<file path="config.mk">
export PLATFORM = sky130hd
export DESIGN_NAME = joy_db15_tx
export DESIGN_NICKNAME = d
export VERILOG_FILES = /design/src/rtl/joy_db15_pkg.sv /design/src/rtl/joy_db15_tx_sync_filt.sv /design/src/rtl/joy_db15_tx.sv
export SDC_FILE = /design/constraint.sdc
export NUM_CORES = 1
export LEC_CHECK = 0
export ABC_AREA = 1
export BUFFER_PORTS_ARGS = -buffer_cell sky130_fd_sc_hd__buf_2
export CORE_MARGIN = 2
export CORE_UTILIZATION = 53
export CTS_CLUSTER_DIAMETER = 150
export DETAILED_ROUTE_END_ITERATION = 8
export PLACE_DENSITY = 0.76
export SYNTH_ARGS = -nofsm -noshare
export SYNTH_HDL_FRONTEND = slang
export SYNTH_SLANG_ARGS = --single-unit
</file>
<file path="constraint.sdc">
create_clock -name clk -period 2.9 [get_ports clk]
set_clock_uncertainty 0.15 [all_clocks]
set_input_delay 0.145 -clock clk [delete_from_list [all_inputs] [get_ports clk]]
set_output_delay 0.145 -clock clk [all_outputs]
set_load 0.005 [all_outputs]
</file>
<file path="src/rtl/joy_db15_pkg.sv">
// rtl/joy_db15_pkg.sv - shared constants, FSM encoding and button layout for the DB15 joystick link
// Contents: frame/word widths, transmitter state encoding, LS FEDCBAUDLR bit indices,
//           frame assembly helper (pressed buttons become low bits on the wire).
package joy_db15_pkg;

  localparam int FRAME_BITS = 32;
  localparam int WORD_BITS  = 16;

  // Legacy-compatible state constants; the enum below names the same encodings.
  localparam logic [1:0] ST_IDLE    = 2'd0;
  localparam logic [1:0] ST_LOAD    = 2'd1;
  localparam logic [1:0] ST_SHIFT   = 2'd2;
  localparam logic [1:0] ST_DRAINED = 2'd3;

  typedef enum logic [1:0] {
    TX_IDLE    = ST_IDLE,
    TX_LOAD    = ST_LOAD,
    TX_SHIFT   = ST_SHIFT,
    TX_DRAINED = ST_DRAINED
  } db15_tx_state_t;

  // Button word layout, LSB first: R L D U A B C D E F, then S and L above them.
  localparam int BTN_RIGHT = 0;
  localparam int BTN_LEFT  = 1;
  localparam int BTN_DOWN  = 2;
  localparam int BTN_UP    = 3;
  localparam int BTN_A     = 4;
  localparam int BTN_B     = 5;
  localparam int BTN_C     = 6;
  localparam int BTN_D     = 7;
  localparam int BTN_E     = 8;
  localparam int BTN_F     = 9;
  localparam int BTN_S     = 10;
  localparam int BTN_L     = 11;

  // Player 1 occupies frame bits 0..15, player 2 bits 16..31; the wire is active-low.
  function automatic logic [FRAME_BITS-1:0] frame_of(input logic [WORD_BITS-1:0] joy1,
                                                     input logic [WORD_BITS-1:0] joy2);
    return {~joy2, ~joy1};
  endfunction

endpackage

</file>
<file path="src/rtl/joy_db15_tx_sync_filt.sv">
// rtl/joy_db15_tx_sync_filt.sv - strobe synchronizer, stability filter and edge pulses
// Ports: clk, reset (async, active-high), din (asynchronous strobe),
//        rise/fall (one-cycle pulses on the cycle the filtered level changes).
module joy_sync_filt #(
  parameter int SYNC_STAGES = 2,
  parameter int FILT        = 2
) (
  input  logic clk,
  input  logic reset,
  input  logic din,
  output logic rise,
  output logic fall
);

  localparam int CW = (FILT > 1) ? $clog2(FILT) : 1;

  logic [SYNC_STAGES-1:0] sync_q;
  logic                   level_q;
  logic [CW-1:0]          cnt_q;
  logic                   sync_out;
  logic                   accept;

  assign sync_out = sync_q[SYNC_STAGES-1];

  // The sample that completes a run of FILT differing samples is accepted on the same
  // edge, so the pulse lines up with the filtered level update.
  assign accept = (sync_out != level_q) && (cnt_q == CW'(FILT - 1));
  assign rise   = accept &  sync_out;
  assign fall   = accept & ~sync_out;

  // Everything resets high so an idle-high strobe produces no event at reset release.
  always_ff @(posedge clk or posedge reset) begin
    if (reset) begin
      sync_q  <= '1;
      level_q <= 1'b1;
      cnt_q   <= '0;
    end else begin
      sync_q <= {sync_q[SYNC_STAGES-2:0], din};
      if (sync_out == level_q) begin
        cnt_q <= '0;
      end else if (accept) begin
        level_q <= sync_out;
        cnt_q   <= '0;
      end else begin
        cnt_q <= cnt_q + CW'(1);
      end
    end
  end

endmodule

</file>
<file path="src/rtl/joy_db15_tx.sv">
// rtl/joy_db15_tx.sv - device-side DB15 joystick shift-chain responder
// Ports: clk (system clock), reset (async, active-high), joy_clk/joy_load (host strobes),
//        joystick1/joystick2 (active-high buttons), joy_data (serial out, active-low),
//        bit_count (bits shifted since load, 0..32), frame_done (pulse after bit 31).
module joy_db15_tx
  import joy_db15_pkg::*;
#(
  parameter int SYNC_STAGES = 2,
  parameter int FILT        = 2
) (
  input  logic                 clk,
  input  logic                 reset,
  input  logic                 joy_clk,
  input  logic                 joy_load,
  input  logic [WORD_BITS-1:0] joystick1,
  input  logic [WORD_BITS-1:0] joystick2,
  output logic                 joy_data,
  output logic [5:0]           bit_count,
  output logic                 frame_done
);

  logic                  clk_rise;
  logic                  clk_fall;
  logic                  load_rise;
  logic                  load_fall;
  logic [1:0]            state;
  logic [FRAME_BITS-1:0] shift_q;
  logic [FRAME_BITS-1:0] live_frame;

  joy_sync_filt #(
    .SYNC_STAGES (SYNC_STAGES),
    .FILT        (FILT)
  ) u_clk_filt (
    .clk   (clk),
    .reset (reset),
    .din   (joy_clk),
    .rise  (clk_rise),
    .fall  (clk_fall)
  );

  joy_sync_filt #(
    .SYNC_STAGES (SYNC_STAGES),
    .FILT        (FILT)
  ) u_load_filt (
    .clk   (clk),
    .reset (reset),
    .din   (joy_load),
    .rise  (load_rise),
    .fall  (load_fall)
  );

  // Falling shift-clock edges never act on the chain.
  logic unused_clk_fall;
  assign unused_clk_fall = clk_fall;

  assign live_frame = frame_of(joystick1, joystick2);

  always_ff @(posedge clk or posedge reset) begin
    if (reset) begin
      state      <= ST_IDLE;
      shift_q    <= '1;
      joy_data   <= 1'b1;
      bit_count  <= '0;
      frame_done <= 1'b0;
    end else begin
      frame_done <= 1'b0;
      // A load fall takes priority over any shift edge accepted in the same cycle and
      // abandons a partial frame without signalling completion.
      if (load_fall) begin
        state     <= ST_LOAD;
        shift_q   <= live_frame;
        joy_data  <= live_frame[0];
        bit_count <= '0;
      end else begin
        case (state)
          ST_IDLE: begin
            joy_data  <= 1'b1;
            bit_count <= '0;
          end
          ST_LOAD: begin
            // Transparent while load is low, like a '165 in parallel-load mode.
            shift_q   <= live_frame;
            joy_data  <= live_frame[0];
            bit_count <= '0;
            if (load_rise) begin
              state <= ST_SHIFT;
            end
          end
          ST_SHIFT: begin
            if (clk_rise) begin
              // Serial-in is tied high, so the register drains to all ones.
              shift_q   <= {1'b1, shift_q[FRAME_BITS-1:1]};
              joy_data  <= shift_q[1];
              bit_count <= bit_count + 6'd1;
              if (bit_count == 6'(FRAME_BITS - 1)) begin
                frame_done <= 1'b1;
                state      <= ST_DRAINED;
              end
            end
          end
          ST_DRAINED: begin
            joy_data <= 1'b1;
          end
          default: begin
            state <= ST_IDLE;
          end
        endcase
      end
    end
  end

endmodule

</file>
; After elaboration in Yosys (flattened, before gate mapping)
; Cells that the tools add are included.
[totals]
regBits = 50
wordCells = 67
[classes]
add_sub_neg = 3
n_eq_ne = 11
mux = 22
n_bitwise = 8
n_reduce_logical = 12
[op_table]
columns = operator, count
row1 = $mux W32, 2
row2 = $pmux W32 S2, 1
row3 = $not A16 Y16, 2
row4 = $mux W6, 2
row5 = $pmux W6 S2, 1
row6 = $mux W1, 10
row7 = $ne A3 B3 Y1 const B, 3
row8 = $mux W2, 4
row9 = $reduce_and A2 Y1, 4
row10 = $add A6 B1 Y6 const B, 1
row11 = $eq A6 B5 Y1 const B, 1
row12 = $reduce_bool A3 Y1, 2
row13 = $eq A2 B2 Y1 const B, 2
row14 = $pmux W2 S2, 1
row15 = $reduce_and A4 Y1, 1
row16 = $reduce_or A2 Y1, 2
row17 = $and A1 B1 Y1, 3
row18 = $not A1 Y1, 3
row19 = $pmux W1 S3, 1
row20 = $add A1 B1 Y1 const B, 2
row21 = $eq A1 B1 Y1, 2
row22 = $eq A2 B1 Y1 const B, 1
row23 = $logic_and A1 B1 Y1, 2
row24 = $logic_not A2 Y1, 1
row25 = $ne A1 B1 Y1, 2

; Longest topological paths before layout
[logic_depth]
ltp_word = 6
depth_mapped = 10

; Hierarchy
; From an unflattened synthesis, not the netlist that was laid out.
[hier_totals]
hier_cells = 288
hier_area_um2 = 2552.4
[by_module_without_submodules]
columns = mod, instances, cells_per_inst, area_each_um2, seq_area_each_um2
row1 = joy_db15_tx, 1, 256, 2247.2, 1066.0
row2 = joy_sync_filt, 2, 16, 152.6, 103.8

; Least setup slack after synthesis
; OpenSTA, ideal clock, no wires.
[synth_path]
path_type = flip-flop to flip-flop
start = register state[0]
end = register shift_q[10]
setup_time_ns = 0.076
t_arrival_ns = 1.419
t_required_ns = 2.674
setup_slack_ns = 1.255
path_stages_with_launch = 11
path_buffers = 3
period_less_slack_ns = 1.645
path_cell_list = dfrtp_1 inv_1 ha_1 buf_2 nand3_2 o21ai_4 inv_2 buf_6 buf_6 nand2_1 o21ai_2
[synth_via]
elab_chain_cells = 3
[synth_lines]
columns = item, line_no
row1 = start: declaration, joy_db15_tx.sv:26  ; logic [1:0] state;
row2 = start signal: assignment, joy_db15_tx.sv:60  ; state <= ST_IDLE;
row3 = start signal: assignment, joy_db15_tx.sv:70  ; state <= ST_LOAD;
row4 = start signal: assignment, joy_db15_tx.sv:86  ; state <= ST_SHIFT;
row5 = $eq A2 B2 Y1 / $eq A2 B1 Y1 (equally long branches), joy_db15_tx.sv:75  ; case (state)
row6 = $pmux W32 S2 (tied with other cells), joy_db15_tx.sv:75
row7 = $mux W32 / $reduce_and A2 Y1 (equally long branches), -
row8 = end signal: assignment, joy_db15_tx.sv:71  ; shift_q <= live_frame;
row9 = end signal: assignment, joy_db15_tx.sv:82  ; shift_q <= live_frame;
row10 = end signal: assignment, joy_db15_tx.sv:92  ; shift_q <= {1'b1, shift_q[FRAME_BITS-1:1]};
row11 = end: declaration, joy_db15_tx.sv:27  ; logic [FRAME_BITS-1:0] shift_q;
; Several ways; a longest one is shown, not always the timed one.
; A chain may end at the register's enable or synchronous reset.

; Worst setup path after layout
[layout_path]
start = register state[0]
end = register shift_q[16]
; Same word-level chain as after synthesis.

==> flow_metrics.tcl <==
set metrics [dict create \
    grt_max_degree 57 \
    hp-class "input port to register" \
    setup_viol 0 \
    maxSlewViolCount 0 \
    peakVddDrop_mv 0.5282 \
    critical_path_arrival_ns 2.34 \
    antenna_cells 0 \
    layout_min_cycle_time_ns 2.252 \
    totalWireLength_um 4522 \
    combPwrFrac_pct 48.7 \
    cts.reportedPaths.clkPinSlew_ns 0.09 \
    initial_utilization_pct 55.87 \
    ctsResizeCount 0 \
    pwr-share-clk_pct 12.7 \
    io_pins 44 \
    drc 0 \
    coreArea_mm2 0.004786 \
    yosysWarnings 0 \
    grt_pass1_vias 1964 \
    crit_required_ns 2.99 \
    synth.net_count 378 \
    die_h_um 75.03 \
    dr.pass1.iters 4 \
    routed_via_density 4.673 \
    final_common_cell "nand2_1" \
    syn_to_final_growth_pct 14.37 \
    cap_viol_max_count 0 \
    power.switching_uw 1378 \
    clkSinkCount 49 \
    grt_overflow 0 \
    wire_per_inst_um 10.00 \
    fmaxAchievable_mhz 444.1 \
    grt_usage_pct 19.30 \
    powerDensity_mw_per_mm2 1047 \
    cts_buffer_depth 2 \
    worstSkewPairLatency_ns 0.31 \
    rsz0062_at_grt "no" \
    vias 2112 \
    outcome "completed" \
    ys_ff_latch 49 \
    cts_buffers 5 \
    syn-mean-instance-area_um2 7.911 \
    endpoint_kind "register" \
    antenna_left 0 \
    io_buffers 43 \
    p_leak_uw 0.001604 \
    netlist_instances 338 \
    place_inst 437 \
    cts-root-buf "clkbuf_8" \
    cp-start-kind "register" \
    internal_power_uw 1822 \
    timing.setup.tns_ns 0 \
    worstMarginPinSlew_ns 0.9594 \
    h-tree-depth 2 \
    first_iter_violations 130 \
    slew-limit-headroom_pct 35.95 \
    hold_viol 0 \
    crit_fanout 56 \
    yosysSeqAreaShare_pct 47.64 \
    cts_tree "yes" \
    dieArea_mm2 0.005629 \
    layout_common_cells "nand2_1 (103), inv_1 (67), buf_2 (43)" \
    synth_area_mm2 0.002674 \
    nNetsFinal 424 \
    grt_antenna_before_repair 0 \
    hpwlAfterDp_um 3168 \
    crit_type "register to register" \
    fillers 456 \
    grt_pass1_wl_um 8217 \
    seq_power_share_pct 38.7 \
    gp_congestion 0.7998 \
    die_w_um 75.03 \
    p_sw_share_pct 43.08 \
    netlist-cell-type-count 27 \
    drive_above_1_share_pct 30.13 \
    instances_no_fill 452 \
    rows 25 \
    period_share_pct 77.64 \
]
-- final timing paths --
kind | start | endpoint | slack, ns | cells after the start
worst max register to register | state[0] | shift_q[16] | 0.65 | 7
worst min-delay path | joystick1[6] | shift_q[6] | 0.02 | 6
worst min register to register | u_load_filt.sync_q[0] | u_load_filt.sync_q[1] | 0.21 | 0
min in group asynchronous | reset | u_load_filt.cnt_q | 0.28 | 3
max in group asynchronous | reset | shift_q[24] | 1.57 | 4
worst max-delay path | state[0] | shift_q[16] | 0.65 | 7
-- cell families (layout without fill, tap and decap cells) --
family                   after synthesis  count (layout)  share of synthesized area (%)
AO/OA/AOI/OAI                         65              65                          15.02
XOR/XNOR                               3               3                         0.9829
adder cells (fa/ha/maj)                4               4                          1.872
buffers and inverters                 84             131                          13.80
flip-flops                            49              49                          47.64
AND/OR/NAND/NOR                      133             133                          20.68
-- worst max-delay path, stage by stage, from the launching register on --
cell,delay (ns)
dfrtp_1,0.38
inv_1,0.07
ha_1,0.33
nand3_2,0.17
o21ai_4,0.09
inv_2,0.71
nand2_1,0.17
o21ai_2,0.10
-- metrics by stage --
step	util, %	cell area (um2)	hold WS (ns)	total power [uW]	setup slack [ns]
finish	63.90	3058	0.01549	3200	0.6485
floorplan	-	2674	-0.0005223	2641	1.255
global route	63.90	3058	0.02787	3551	0.4056
global placement	60.55	2898	0.08056	2763	0.7436
detailed placement	60.55	2898	0.08624	2810	0.6723
CTS	63.90	3058	0.002031	3237	0.6473
-- routing by layer --
layer	up-vias	track usage [%]	part of all wire, %
met3	7	4.552	4.1
met2	40	30.70	46
met4	0	9.524	1.9
li1	1121	-	-
met1	944	24.80	48
met5	-	0	0
-- Yosys cell counts (all sizes together) --
library cell	count	area share [%]
dfstp	38	37
nand2	105	15
o21ai	62	14
a21boi	1	0.28
a21oi	1	0.19
clkbuf	3	0.42
nand4	1	0.23
buf	10	3.4
dfrtp	11	10
nand3	17	3.8
nor4	1	0.23
ha	4	1.9
nor2	9	1.3
xnor2	1	0.33
inv	71	10
o21bai	1	0.28
xor2	2	0.66
-- cell type report --
class	instances	area, um2	area share [%]
multi-input combinational	205	1031	33.72
sequential	49	1274	41.65
clock buffer	5	68.82	2.250
tap	67	83.83	2.741
clock inverter	3	21.27	0.6956
inverter	71	266.5	8.715
timing repair buffer	52	312.8	10.23
-- registers in the layout, indices dropped and copies added (netlist names) --
| signal | flops |
|---|---|
| u_load_filt.level_q | 1 |
| frame_done | 1 |
| u_clk_filt.sync_q | 2 |
| u_load_filt.sync_q | 2 |
| bit_count | 6 |
| state | 2 |
| u_clk_filt.cnt_q | 1 |
| u_clk_filt.level_q | 1 |
| joy_data | 1 |
| shift_q | 31 |
| u_load_filt.cnt_q | 1 |
-- power by group through the flow --
stage	Combinational, uW	Sequential (uW)	Clock, uW
floorplan	1410	1230	0
global placement	1520	1240	0
detailed placement	1560	1250	0
CTS	1570	1240	421
global route	1820	1280	451
finish	1560	1240	405
-- repair_timing --
item	CTS	global route
setup buffers	0	0
hold buffers	7	0
endpoints found under the setup margin	0	0
endpoints found under the hold margin	15	0
No activity file was read; power rests on OpenSTA's default activity.
